`src/rtl/sprite_datapath_pkg.sv`:
```
// Shared game constants: screen and sprite geometry, pass op codes and the
// sprite datapath state encoding. The controller FSM imports this too.
package sprite_datapath_pkg;

  localparam int unsigned SCREEN_W = 160;
  localparam int unsigned SCREEN_H = 120;
  localparam int unsigned SPRITE_W = 4;
  localparam int unsigned SPRITE_H = 4;

  localparam logic [1:0] OP_DRAW  = 2'b00;
  localparam logic [1:0] OP_ERASE = 2'b01;

  localparam logic [1:0] ST_IDLE = 2'd0;
  localparam logic [1:0] ST_RUN  = 2'd1;
  localparam logic [1:0] ST_DONE = 2'd2;

endpackage

```
`src/rtl/sprite_scan_counter.sv`:
```
// 4-bit pixel scan counter for the 4x4 sprite, with synchronous clear
// (priority over enable) and a terminal-count flag at 15.
module sprite_scan_counter (
  input  logic       clk,
  input  logic       reset_n,
  input  logic       en,
  input  logic       clr,
  output logic [3:0] cnt,
  output logic       tc
);

  // Pixel index register.
  always_ff @(posedge clk or negedge reset_n) begin
    if (!reset_n) begin
      cnt <= 4'd0;
    end else if (clr) begin
      cnt <= 4'd0;
    end else if (en) begin
      cnt <= cnt + 4'd1;
    end
  end

  assign tc = (cnt == 4'hF);

endmodule

```
`src/rtl/sprite_datapath.sv`:
```
// Sprite datapath: keeps the bouncing sprite origin and, on request, scans the
// 4x4 sprite out to the VGA adapter as a draw or erase pass, one pixel per cycle.
module sprite_datapath
  import sprite_datapath_pkg::*;
#(
  parameter int unsigned X_MAX  = SCREEN_W - SPRITE_W,
  parameter int unsigned Y_MAX  = SCREEN_H - SPRITE_H,
  parameter int unsigned X_INIT = 80,
  parameter int unsigned Y_INIT = 60,
  parameter logic [2:0]  COLOUR = 3'b100
) (
  input  logic       clk,
  input  logic       reset_n,
  input  logic       datapath_en,
  input  logic [1:0] op,
  input  logic       load_coord,
  output logic [7:0] x,
  output logic [6:0] y,
  output logic [2:0] colour,
  output logic       plot,
  output logic       done,
  output logic       touch_edge
);

  localparam logic [7:0] X_LIM   = 8'(X_MAX);
  localparam logic [6:0] Y_LIM   = 7'(Y_MAX);
  localparam logic [7:0] X_START = 8'(X_INIT);
  localparam logic [6:0] Y_START = 7'(Y_INIT);

  logic [1:0] state_q, state_d;
  logic [1:0] op_q, op_sel;
  logic [7:0] x_pos_q, x_pos_d;
  logic [6:0] y_pos_q, y_pos_d;
  logic       dir_x_q, dir_x_d;
  logic       dir_y_q, dir_y_d;
  logic [3:0] cnt;
  logic       cnt_tc;
  logic [3:0] pix_idx;
  logic       start, move;

  assign start = (state_q == ST_IDLE) && datapath_en;
  // A start wins over a coincident load_coord.
  assign move  = (state_q == ST_IDLE) && !datapath_en && load_coord;

  sprite_scan_counter u_scan_counter (
    .clk     (clk),
    .reset_n (reset_n),
    .en      ((state_q == ST_RUN) && !cnt_tc),
    .clr     (start),
    .cnt     (cnt),
    .tc      (cnt_tc)
  );

  // Outputs are registered, so they are loaded with the pixel that will be
  // current in the next cycle: pixel 0 on the start edge, cnt+1 afterwards.
  assign pix_idx = start ? 4'd0 : cnt + 4'd1;
  // op is latched on the start edge; later changes are ignored.
  assign op_sel  = (state_q == ST_IDLE) ? op : op_q;

  // Pass sequencing: IDLE -> RUN (16 pixels) -> DONE until enable drops.
  always_comb begin
    state_d = state_q;
    case (state_q)
      ST_IDLE: if (datapath_en) state_d = ST_RUN;
      ST_RUN:  if (cnt_tc) state_d = ST_DONE;
      ST_DONE: if (!datapath_en) state_d = ST_IDLE;
      default: state_d = ST_IDLE;
    endcase
  end

  // Next sprite origin and direction, each axis bouncing off its own limits.
  always_comb begin
    x_pos_d = x_pos_q;
    y_pos_d = y_pos_q;
    dir_x_d = dir_x_q;
    dir_y_d = dir_y_q;
    if (move) begin
      if (dir_x_q && (x_pos_q == X_LIM)) begin
        dir_x_d = 1'b0;
        x_pos_d = X_LIM - 8'd1;
      end else if (!dir_x_q && (x_pos_q == 8'd0)) begin
        dir_x_d = 1'b1;
        x_pos_d = 8'd1;
      end else begin
        x_pos_d = dir_x_q ? x_pos_q + 8'd1 : x_pos_q - 8'd1;
      end
      if (dir_y_q && (y_pos_q == Y_LIM)) begin
        dir_y_d = 1'b0;
        y_pos_d = Y_LIM - 7'd1;
      end else if (!dir_y_q && (y_pos_q == 7'd0)) begin
        dir_y_d = 1'b1;
        y_pos_d = 7'd1;
      end else begin
        y_pos_d = dir_y_q ? y_pos_q + 7'd1 : y_pos_q - 7'd1;
      end
    end
  end

  // State, latched op and sprite position.
  always_ff @(posedge clk or negedge reset_n) begin
    if (!reset_n) begin
      state_q <= ST_IDLE;
      op_q    <= OP_DRAW;
      x_pos_q <= X_START;
      y_pos_q <= Y_START;
      dir_x_q <= 1'b1;
      dir_y_q <= 1'b1;
    end else begin
      state_q <= state_d;
      if (start) op_q <= op;
      x_pos_q <= x_pos_d;
      y_pos_q <= y_pos_d;
      dir_x_q <= dir_x_d;
      dir_y_q <= dir_y_d;
    end
  end

  // Registered VGA pixel outputs and handshake flag.
  always_ff @(posedge clk or negedge reset_n) begin
    if (!reset_n) begin
      x      <= 8'd0;
      y      <= 7'd0;
      colour <= 3'b000;
      plot   <= 1'b0;
      done   <= 1'b0;
    end else begin
      plot <= (state_d == ST_RUN);
      done <= (state_d == ST_DONE);
      if (state_d == ST_RUN) begin
        x      <= x_pos_q + {6'd0, pix_idx[1:0]};
        y      <= y_pos_q + {5'd0, pix_idx[3:2]};
        colour <= (op_sel == OP_DRAW) ? COLOUR : 3'b000;
      end
    end
  end

  assign touch_edge = (x_pos_q == 8'd0) || (x_pos_q == X_LIM) ||
                      (y_pos_q == 7'd0) || (y_pos_q == Y_LIM);

endmodule

```
`config.mk`:
```
export PLATFORM = sky130hd
export DESIGN_NAME = sprite_datapath
export DESIGN_NICKNAME = d
export VERILOG_FILES = /design/src/rtl/sprite_datapath_pkg.sv /design/src/rtl/sprite_scan_counter.sv /design/src/rtl/sprite_datapath.sv
export SDC_FILE = /design/constraint.sdc
export NUM_CORES = 1
export LEC_CHECK = 0
export BUFFER_PORTS_ARGS = -buffer_cell sky130_fd_sc_hd__buf_2
export CORE_AREA = 2 2 73 75
export CTS_CLUSTER_SIZE = 8
export DETAILED_ROUTE_END_ITERATION = 10
export DIE_AREA = 0 0 75 77
export PLACE_DENSITY = 0.79
export SLEW_MARGIN = 20
export SYNTH_ARGS = -nofsm -noshare
export SYNTH_HDL_FRONTEND = slang
export SYNTH_SLANG_ARGS = --single-unit
```
`constraint.sdc`:
```
create_clock -name clk -period 2.95 [get_ports clk]
set_clock_uncertainty 0.2 [all_clocks]
set_input_delay 0.295 -clock clk [delete_from_list [all_inputs] [get_ports clk]]
set_output_delay 0.295 -clock clk [all_outputs]
set_load 0.1 [all_outputs]
```
==> impl_summary.log, run 1 <==
[metrics] count of non-filler cells in the finished layout: 391
[metrics] Layout Nets: approximately 350
[metrics] commonest cells after routing, fill and taps aside: nand2_1 (49), dfrtp_1 (35), nor2_1 (24), o21ai_0 (24), buf_2 (24)
[metrics] count of standard-cell rows: 26
[metrics] Critical Path, Cell by Cell: nor4_1 -> a21oi_1 -> o21ai_1 -> buf_2
[metrics] initial detailed-routing violation count: 100
[metrics] commonest non-fill, non-tap cell in the layout: nand2_1
[metrics] worst hold slack after final layout: 1.27 ps
[metrics] area added between synthesis and finish: 10.7%
[metrics] width of the chip: 75 um
[metrics] IO Count: 27
[metrics] detailed route wirelength on metal3: approximately 220 um
[metrics] maximum number of pins on one net before global-route repair: between 40 and 50
[metrics] initial core utilization: 0.538
[metrics] library cell occupying the most area in the post-synthesis netlist: dfrtp_1
[metrics] wire length of the first global-routing pass: 9.56 mm
[metrics] result of the run: completed
[metrics] detailed-router iteration count before antenna repair: 4
[metrics] clock net sink count: 43
[metrics] sequential-to-total area share from yosys stat: 0.406
[metrics] setup slack, reg-to-reg: 360 ps
[metrics] unrepaired setup endpoints after global routing: false
[metrics] worst hold path type: in -> reg
[metrics] CP endpoint kind: primary output
[metrics] GRT Resource Usage Total: 0.213
[metrics] maximum fanout along the worst path: 7
[metrics] gate count after technology mapping: a little under 300
[metrics] antenna viol nets, final: 0
[metrics] Final Hold Viols: 0
[metrics] GRT Residual Overflow: 0
[metrics] Yosys reg bits: 43
[metrics] layout cells sized above 1: 0.146
[metrics] Clock Pin Slew Worst Setup and Hold Paths: 90 ps
[metrics] count of buffers from port buffering: 24
[metrics] global placer's final weighted congestion: 0.880
[metrics] cell area after technology mapping: 2680 um^2
[metrics] height of the die: 77 um
[metrics] relative slew slack: 0.368
[metrics] CTS Buf Count: 5
[metrics] clk_lat worst skew: roughly 300 ps
[metrics] Worst Path Class, Setup: reg -> out
[metrics] maxcap violations: 0
[metrics] critical path required time: 2460 ps
[metrics] Final min period: 2600 ps
[metrics] maximum number of buffers from clock root to sink: 2
[metrics] Syn. warnings: 0
[metrics] most area-consuming cells after synthesis: dfrtp_1 (33%), dfstp_2 (7.9%), ha_1 (7.5%)
[metrics] final cycle utilization of the critical path: 0.882
[metrics] via count of the first global-routing pass: 2087
[metrics] vias after detailed routing: 2173
[metrics] highest layer used for signal routing: met4
[metrics] placed wire-length estimate after detailed placement: 4.15 mm
[metrics] synthesized area per cell: 8.99 um^2
[metrics] total negative setup slack: 0 ps
[metrics] average routed wire per standard cell: 14.3 um
[metrics] area share of the largest cell type after synthesis: 0.327
[metrics] number of vias per cell after detailed routing: 5.56
[metrics] category of cells accounting for the largest share of critical-path delay: simple AND/OR/NAND/NOR gates
[metrics] sum of routed wire length over all layers: 5.61 mm
[metrics] fin. max-slew vios: 0
[metrics] core occupancy in the finished layout: 0.596
[metrics] slowest stage delay, CP: a little over 600 ps
[metrics] antenna violations before repair: 0
[metrics] die area: 5780 um^2
[metrics] Ant. Diodes: 0
[metrics] Critical path buffers and inverters: 1
[metrics] maximum achievable frequency: about 380 MHz
[metrics] number of cells after detailed placement: 382
[metrics] actual transition at the worst max-transition pin: between 900 and 1000 ps
[metrics] cell with the biggest individual delay on the critical path: nor4_1
[metrics] met1 routed wirelength after detailed routing: 2.56 mm
[metrics] setup-violating endpoint count in the final report: 0
[metrics] arrival time worst endpoint: 2110 ps
[metrics] area of the core: 4980 um^2
[metrics] CTS tree: yes
[metrics] DRC violations left: 0
[metrics] cell at the root of the clock tree: clkbuf_8
[metrics] sum of met2 wire segment lengths after detailed routing: 2.74 mm
[metrics] launching element type of the critical path: flip-flop
[metrics] count of distinct cell types in the synthesized netlist: 42
[metrics] number of H-tree branching levels: 2
layout make-up:
cell class	instances	area (um^2)
fill	453	2010
multi-input combinational	230	1480
sequential	43	1090
timing repair buffer	28	153
tap	70	87.6
clock buffer	5	68.8
inverter	12	45.0
clock inverter	3	43.8
metrics by stage:
step | area, um^2 | setup WS (ps)
floorplan | 2680 | 86.2
global placement | 2840 | 481
detailed placement | 2840 | 378
CTS | 2960 | 360
global route | 2960 | 198
finish | 2960 | 347
registers in the layout, indices dropped and copies added, names as in the netlist:
signal / flops
colour: 1
state_q: 2
op_q: 2
dir_x_q: 1
y: 7
x_pos_q: 8
done: 1
u_scan_counter.cnt: 4
plot: 1
y_pos_q: 7
x: 8
dir_y_q: 1
layer usage:
| metal | vias up | track usage |
|---|---|---|
| met5 | - | 0 |
| met4 | 0 | 0.0821 |
| met3 | 7 | 0.0460 |
| met2 | 46 | 0.339 |
| met1 | 1051 | 0.279 |
| li1 | 1069 | - |
worst paths after layout:
| check | depth (start not counted) | end | from |
|---|---|---|---|
| min in group asynchronous | 2 | y_pos_q[6] | reset_n |
| hold / removal | 3 | op_q[0] | op[0] |
| setup / recovery | 4 | touch_edge | x_pos_q[2] |
| max in group asynchronous | 2 | x[7] | reset_n |
| hold reg to reg | 2 | y[0] | y[0] |
| setup reg to reg | 7 | y_pos_q[6] | dir_y_q |
cells in the mapped netlist, drive strengths merged:
| cell type | n |
|---|---|
| a2111oi | 1 |
| a211oi | 5 |
| a21o | 5 |
| a21oi | 20 |
| a31oi | 3 |
| and2 | 3 |
| and2b | 1 |
| and3 | 4 |
| and4 | 1 |
| buf | 9 |
| clkbuf | 5 |
| conb | 1 |
| dfrtp | 35 |
| dfstp | 8 |
| fa | 4 |
| ha | 16 |
| inv | 12 |
| mux2i | 5 |
| nand2 | 49 |
| nand2b | 4 |
| nand3 | 6 |
| nand3b | 2 |
| nand4 | 3 |
| nor2 | 24 |
| nor2b | 2 |
| nor3 | 5 |
| nor4 | 3 |
| nor4b | 1 |
| o211ai | 3 |
| o21a | 1 |
| o21ai | 26 |
| o21bai | 2 |
| o31ai | 4 |
| o41ai | 2 |
| or4 | 1 |
| or4b | 1 |
| xnor2 | 11 |
| xor2 | 10 |
cells by family (layout without fill, tap and decap cells):
kind of cell               count (synthesis)  in the layout  share of synthesized area
and+or+nand+nor                          110            110                      0.189
AOI/OAI and AO/OA                         72             72                      0.167
DFF                                       43             43                      0.406
buffers and inverters                     26             48                     0.0453
xor gates and xnor gates                  21             21                     0.0687
adders and majority gates                 20             20                      0.105
muxes                                      5              5                     0.0187
other                                      1              2                    0.00140
timing repair:
item                                    CTS  global route
setup buffers                             0             0
endpoints found under the hold margin    35             0
hold buffers                              1             0
resized for setup                         0             0
endpoints found under the setup margin    0             0
worst min-delay path: cells and delay by family:
kind	cells	cell delay, ps
AND/OR/NAND/NOR	2	80
buffers and inverters	1	90
Power of run 1 is left out: the tool's default activity adds up to more than one toggle a clock period on the data nets, which glitch-free logic cannot reach.
==> inputs of run 2 (changes only) <==
--- a/config.mk
+++ b/config.mk
@@ -6,11 +6,11 @@
 export NUM_CORES = 1
 export LEC_CHECK = 0
 export BUFFER_PORTS_ARGS = -buffer_cell sky130_fd_sc_hd__buf_2
-export CORE_AREA = 2 2 73 75
+export CORE_AREA = 2 2 75 77
 export CTS_CLUSTER_SIZE = 8
 export DETAILED_ROUTE_END_ITERATION = 10
-export DIE_AREA = 0 0 75 77
-export PLACE_DENSITY = 0.79
+export DIE_AREA = 0 0 77 79
+export PLACE_DENSITY = 0.78
 export SLEW_MARGIN = 20
 export SYNTH_ARGS = -nofsm -noshare
 export SYNTH_HDL_FRONTEND = slang
==> constraint.sdc (replaced) <==
create_clock -name clk -period 2.1 [get_ports clk]
set_clock_uncertainty 0.2 [all_clocks]
set_input_delay 0.21 -clock clk [delete_from_list [all_inputs] [get_ports clk]]
set_output_delay 0.21 -clock clk [all_outputs]
set_load 0.1 [all_outputs]
==> run 2 against run 1 <==
Net effect: the run now ends with setup timing left; via count is 17% higher; utilization grew 11 points; design area is 27% higher; critical path depth is 6 higher; sequential share of layout area is 7.7 points lower; hold slack better by 150 ps; cell count grew 15%; global-route usage grew 1.8 points; non-clock buffer count rose by 58; largest cell class unchanged.
==> impl_summary.log, run 2 (synthesis results as in run 1) <==
[metrics] CP endpoint kind: flip-flop
[metrics] most numerous cell on the critical path: ha_2
[metrics] maximum achievable frequency: between 400 and 500 MHz
[metrics] width of the chip: 77 um
[metrics] die area: around 6000 um^2
[metrics] Worst Path Class, Setup: reg -> reg
[metrics] GRT Residual Overflow: 0
[metrics] number of vias per cell after detailed routing: 5.63
[metrics] unrepaired setup endpoints after global routing: true
[metrics] maximum number of buffers from clock root to sink: 2
[metrics] sum of routed wire length over all layers: between 7 and 8 mm
[metrics] clk_lat worst skew: 300 ps
[metrics] initial detailed-routing violation count: 137
[metrics] layout cells sized above 1: 0.404
[metrics] GRT Resource Usage Total: 0.231
[metrics] maxcap violations: 0
[metrics] launching element type of the critical path: flip-flop
[metrics] initial core utilization: 0.502
[metrics] area of the core: about 5300 um^2
[metrics] wire length of the first global-routing pass: 11.2 mm
[metrics] Layout Nets: 404
[metrics] CTS tree: yes
[metrics] Clock Pin Slew Worst Setup and Hold Paths: 90 ps
[metrics] worst hold path type: in -> reg
[metrics] cell with the biggest individual delay on the critical path: dfrtp_1
[metrics] count of buffers from port buffering: 24
[metrics] global placer's final weighted congestion: 0.880
[metrics] setup-violating endpoint count in the final report: 11
[metrics] CTS Buf Count: 5
[metrics] path depth of the worst reg2reg path: 10
[metrics] placed wire-length estimate after detailed placement: between 4 and 5 mm
[metrics] registers with the most flip-flops: x x8, x_pos_q x8
[metrics] antenna violations before repair: 0
[metrics] count of standard-cell rows: 27
[metrics] commonest non-fill, non-tap cell in the layout: buf_4
[metrics] detailed-router iteration count before antenna repair: 4
[metrics] via count of the first global-routing pass: approximately 2400
[metrics] result of the run: finished with violations
[metrics] final cycle utilization of the critical path: 1.09
[metrics] IO Count: 27
[metrics] clock net sink count: 43
[metrics] arrival time worst endpoint: 2330 ps
[metrics] commonest cells after routing, fill and taps aside: buf_4 (53), nand2_1 (47), dfrtp_1 (32)
[metrics] Critical Path, Cell by Cell: ha_2 -> xnor2_1 -> nor2_2 -> ha_2 -> inv_1 -> fa_2 -> nand3b_1 -> buf_4 -> xor2_1 -> o21ai_1
[metrics] fin. max-slew vios: 0
[metrics] Final min period: between 2000 and 2500 ps
[metrics] height of the die: ~80 um
[metrics] maximum fanout along the worst path: 2
[metrics] hold path cells: 4
[metrics] area added between synthesis and finish: 40.8%
[metrics] number of H-tree branching levels: 2
[metrics] setup slack, reg-to-reg: -190 ps
[metrics] vias after detailed routing: 2539
[metrics] critical path required time: 2140 ps
[metrics] violations in the final reports: setup timing
[metrics] Ant. Diodes: 0
[metrics] post-route setup slack: -194 ps
[metrics] cell at the root of the clock tree: clkbuf_8
[metrics] antenna viol nets, final: 0
[metrics] average routed wire per standard cell: 16.6 um
[metrics] Final Hold Viols: 0
[metrics] DRC violations left: 0
[metrics] maximum number of pins on one net before global-route repair: 25
[metrics] slowest stage delay, CP: between 300 and 400 ps
[metrics] total negative setup slack: -1020 ps
==> run 2: cell count changes in the layout (fill, tap and decap cells not counted), moves of 6 or more <==
cell     before  now
buf_4         3   53
ha_1         16    3
ha_4          0   10
o21ai_0      24   14
o21ai_1       2   10
buf_6         0    6
nor2_1       24   18
==> run 2: critical path: cells and delay by family, from the launching register on <==
family          cells  cell delay (ps)
compound gates      1              110
flops               1              390
fa+ha+maj           3              710
buf+inv             2              220
simple gates        2              330
xor+xnor            2              260
==> run 2: final timing paths <==
| check | start | endpoint |
|---|---|---|
| min reg2reg | x[0] | x[0] |
| max | u_scan_counter.cnt[1] | y[4] |
| min in group asynchronous | reset_n | y[3] |
| max in group asynchronous | reset_n | x_pos_q[4] |
| min | datapath_en | done |
| max reg2reg | u_scan_counter.cnt[1] | y[4] |
==> run 2: final cells by class <==
cell class	count	area, um^2
Tap cell	72	90.1
Inverter	12	51.3
Clock inverter	2	60.1
Fill cell	356	1570
Clock buffer	6	72.6
Sequential cell	43	1090
Timing Repair Buffer	86	631
Multi-Input combinational cell	230	1780
==> run 2: per-layer routing <==
metal	track usage	vias to the layer above	share of wire
met5	0	-	0
met4	0.0946	0	0.022
met3	0.0273	21	0.044
met2	0.399	89	0.52
met1	0.297	1243	0.41
li1	-	1186	-
==> run 2: metrics by stage <==
| stage | utilization | instance area (um^2) | std cells | setup slack (ps) | hold WS [ps] |
|---|---|---|---|---|---|
| 2_1_floorplan | - | 2740 | 299 | -107 | -286 |
| 3_3_place_gp | 0.594 | 3170 | 419 | -117 | -43.7 |
| 3_5_place_dp | 0.594 | 3170 | 419 | -172 | -51.6 |
| 4_1_cts | 0.646 | 3450 | 436 | -136 | 124 |
| 5_1_grt | 0.706 | 3770 | 451 | -275 | 179 |
| 6_report | 0.706 | 3770 | 451 | -194 | 155 |
==> run 2: repair_timing <==
item	4_1_cts	5_1_grt
endpoints found under the setup margin	11	19
endpoints found under the hold margin	17	0
pin swaps	11	31
hold buffers	3	0
buffers inserted	6	15
resized for setup	17	46
Power of run 2 is left out for the same reason.
==> inputs of run 3 (changes only) <==
--- a/config.mk
+++ b/config.mk
@@ -11,6 +11,7 @@
 export DETAILED_ROUTE_END_ITERATION = 10
 export DIE_AREA = 0 0 77 79
 export PLACE_DENSITY = 0.78
+export RECOVER_POWER = 25
 export SLEW_MARGIN = 20
 export SYNTH_ARGS = -nofsm -noshare
 export SYNTH_HDL_FRONTEND = slang
==> run 3 against run 2 <==
Net effect: global-route usage stayed put; count of clock-buffer cells in the layout unchanged; sequential share of layout area is essentially flat; largest cell class unchanged; the run still ends with setup timing left; highest routed layer unchanged.
==> impl_summary.log, run 3 (synthesis results as in run 1) <==
[metrics] result of the run: finished with violations
[metrics] violations in the final reports: setup timing
[metrics] count of buffers from port buffering: 24
[metrics] worst hold slack after final layout: between 150 and 200 ps
[metrics] worst hold path type: in -> reg
[metrics] number of vias per cell after detailed routing: 5.58
[metrics] CTS tree: yes
[metrics] sum of routed wire length over all layers: 7.45 mm
[metrics] number of cells after detailed placement: about 420
[metrics] die area: between 6000 and 7000 um^2
[metrics] Worst Path Class, Setup: reg -> reg
[metrics] count of standard-cell rows: 27
[metrics] initial detailed-routing violation count: approximately 140
[metrics] IO Count: 27
[metrics] number of H-tree branching levels: 2
[metrics] GRT Resource Usage Total: 0.231
[metrics] placed wire-length estimate after detailed placement: between 4 and 5 mm
[metrics] detailed-router iteration count before antenna repair: 4
[metrics] CP endpoint kind: flip-flop
[metrics] maximum achievable frequency: 436 MHz
[metrics] wire length of the first global-routing pass: between 10 and 15 mm
[metrics] Ant. Diodes: 0
[metrics] maximum number of pins on one net before global-route repair: 25
[metrics] commonest non-fill, non-tap cell in the layout: buf_4
[metrics] clock net sink count: 43
[metrics] registers with the most flip-flops: x x8, x_pos_q x8
[metrics] setup-violating endpoint count in the final report: 11
[metrics] Final min period: ~2300 ps
[metrics] cell at the root of the clock tree: clkbuf_8
[metrics] unrepaired setup endpoints after global routing: true
[metrics] maxcap violations: 0
[metrics] global placer's final weighted congestion: 0.880
[metrics] maximum number of buffers from clock root to sink: 2
[metrics] width of the chip: 77 um
[metrics] fin. max-slew vios: 0
[metrics] height of the die: ~79 um
[metrics] commonest cells after routing, fill and taps aside: buf_4 (52), nand2_1 (47), dfrtp_1 (32)
[metrics] average routed wire per standard cell: 16.5 um
[metrics] DRC violations left: 0
[metrics] GRT Residual Overflow: 0
[metrics] Layout Nets: 404
[metrics] final cycle utilization of the critical path: 1.09
[metrics] antenna violations before repair: 0
[metrics] via count of the first global-routing pass: 2420
[metrics] antenna viol nets, final: 0
[metrics] area added between synthesis and finish: 40.7%
[metrics] launching element type of the critical path: flip-flop
[metrics] clk_lat worst skew: 300 ps
[metrics] Clock Pin Slew Worst Setup and Hold Paths: 90 ps
[metrics] critical path required time: 2140 ps
[metrics] vias after detailed routing: approximately 2500
[metrics] arrival time worst endpoint: 2330 ps
[metrics] layout cells sized above 1: 0.401
[metrics] Final Hold Viols: 0
[metrics] maximum fanout along the worst path: 2
[metrics] CTS Buf Count: 5
[metrics] post-route setup slack: -195 ps
[metrics] relative slew slack: 0.385
[metrics] actual transition at the worst max-transition pin: 922 ps
[metrics] initial core utilization: 0.502
[metrics] count of non-filler cells in the finished layout: about 450
[metrics] area of the core: 5340 um^2
run 3: routing by layer:
metal / track usage / vias to the layer above / part of all wire
met5: 0 / - / 0
met4: 0.0946 / 0 / 0.028
met3: 0.0273 / 25 / 0.053
met2: 0.399 / 91 / 0.52
met1: 0.297 / 1215 / 0.40
li1: - / 1186 / -
run 3: path summary, 6_finish.rpt:
path | startpoint | end | slack (ps) | cells past startpoint
max reg2reg | u_scan_counter.cnt[1] | y[4] | -190 | 10
min reg2reg | x[0] | x[0] | 280 | 2
min | datapath_en | done | 150 | 4
max in group asynchronous | reset_n | op_q[0] | 460 | 3
max | u_scan_counter.cnt[1] | y[4] | -190 | 10
min in group asynchronous | reset_n | y[3] | 370 | 2
run 3: area by class of cell:
| type | instances | area [um^2] |
|---|---|---|
| fill | 358 | 1570 |
| timing repair buffer | 86 | 627 |
| clock inverter | 2 | 60.1 |
| inverter | 12 | 51.3 |
| multi-input combinational | 230 | 1780 |
| tap | 72 | 90.1 |
| sequential | 43 | 1090 |
| clock buffer | 6 | 72.6 |
run 3: per-stage QoR:
stage	instance area [um^2]	setup WS [ps]	setup TNS, ps	util
3_5_place_dp	3170	-172	-674	0.594
5_1_grt	3770	-275	-2290	0.706
4_1_cts	3450	-136	-598	0.646
3_3_place_gp	3170	-117	-281	0.594
2_1_floorplan	2740	-107	-174	-
6_report	3770	-195	-1030	0.706
run 3: repair_timing:
action | 4_1_cts | 5_1_grt
hold buffers | 3 | 0
setup endpoints to repair | 11 | 19
pin swaps | 11 | 31
gates cloned | 0 | 0
resized for setup | 17 | 46
setup buffers | 6 | 15
hold endpoints to repair | 17 | 0
run 3: worst max-delay path, stage by stage (launching register included):
cell and delay [ps]:
dfrtp_1 390, ha_2 200, xnor2_1 130, nor2_2 110, ha_2 190, inv_1 50
fa_2 330, nand3b_1 220, buf_4 170, xor2_1 130, o21ai_1 110
Power of run 3 is left out for the same reason.
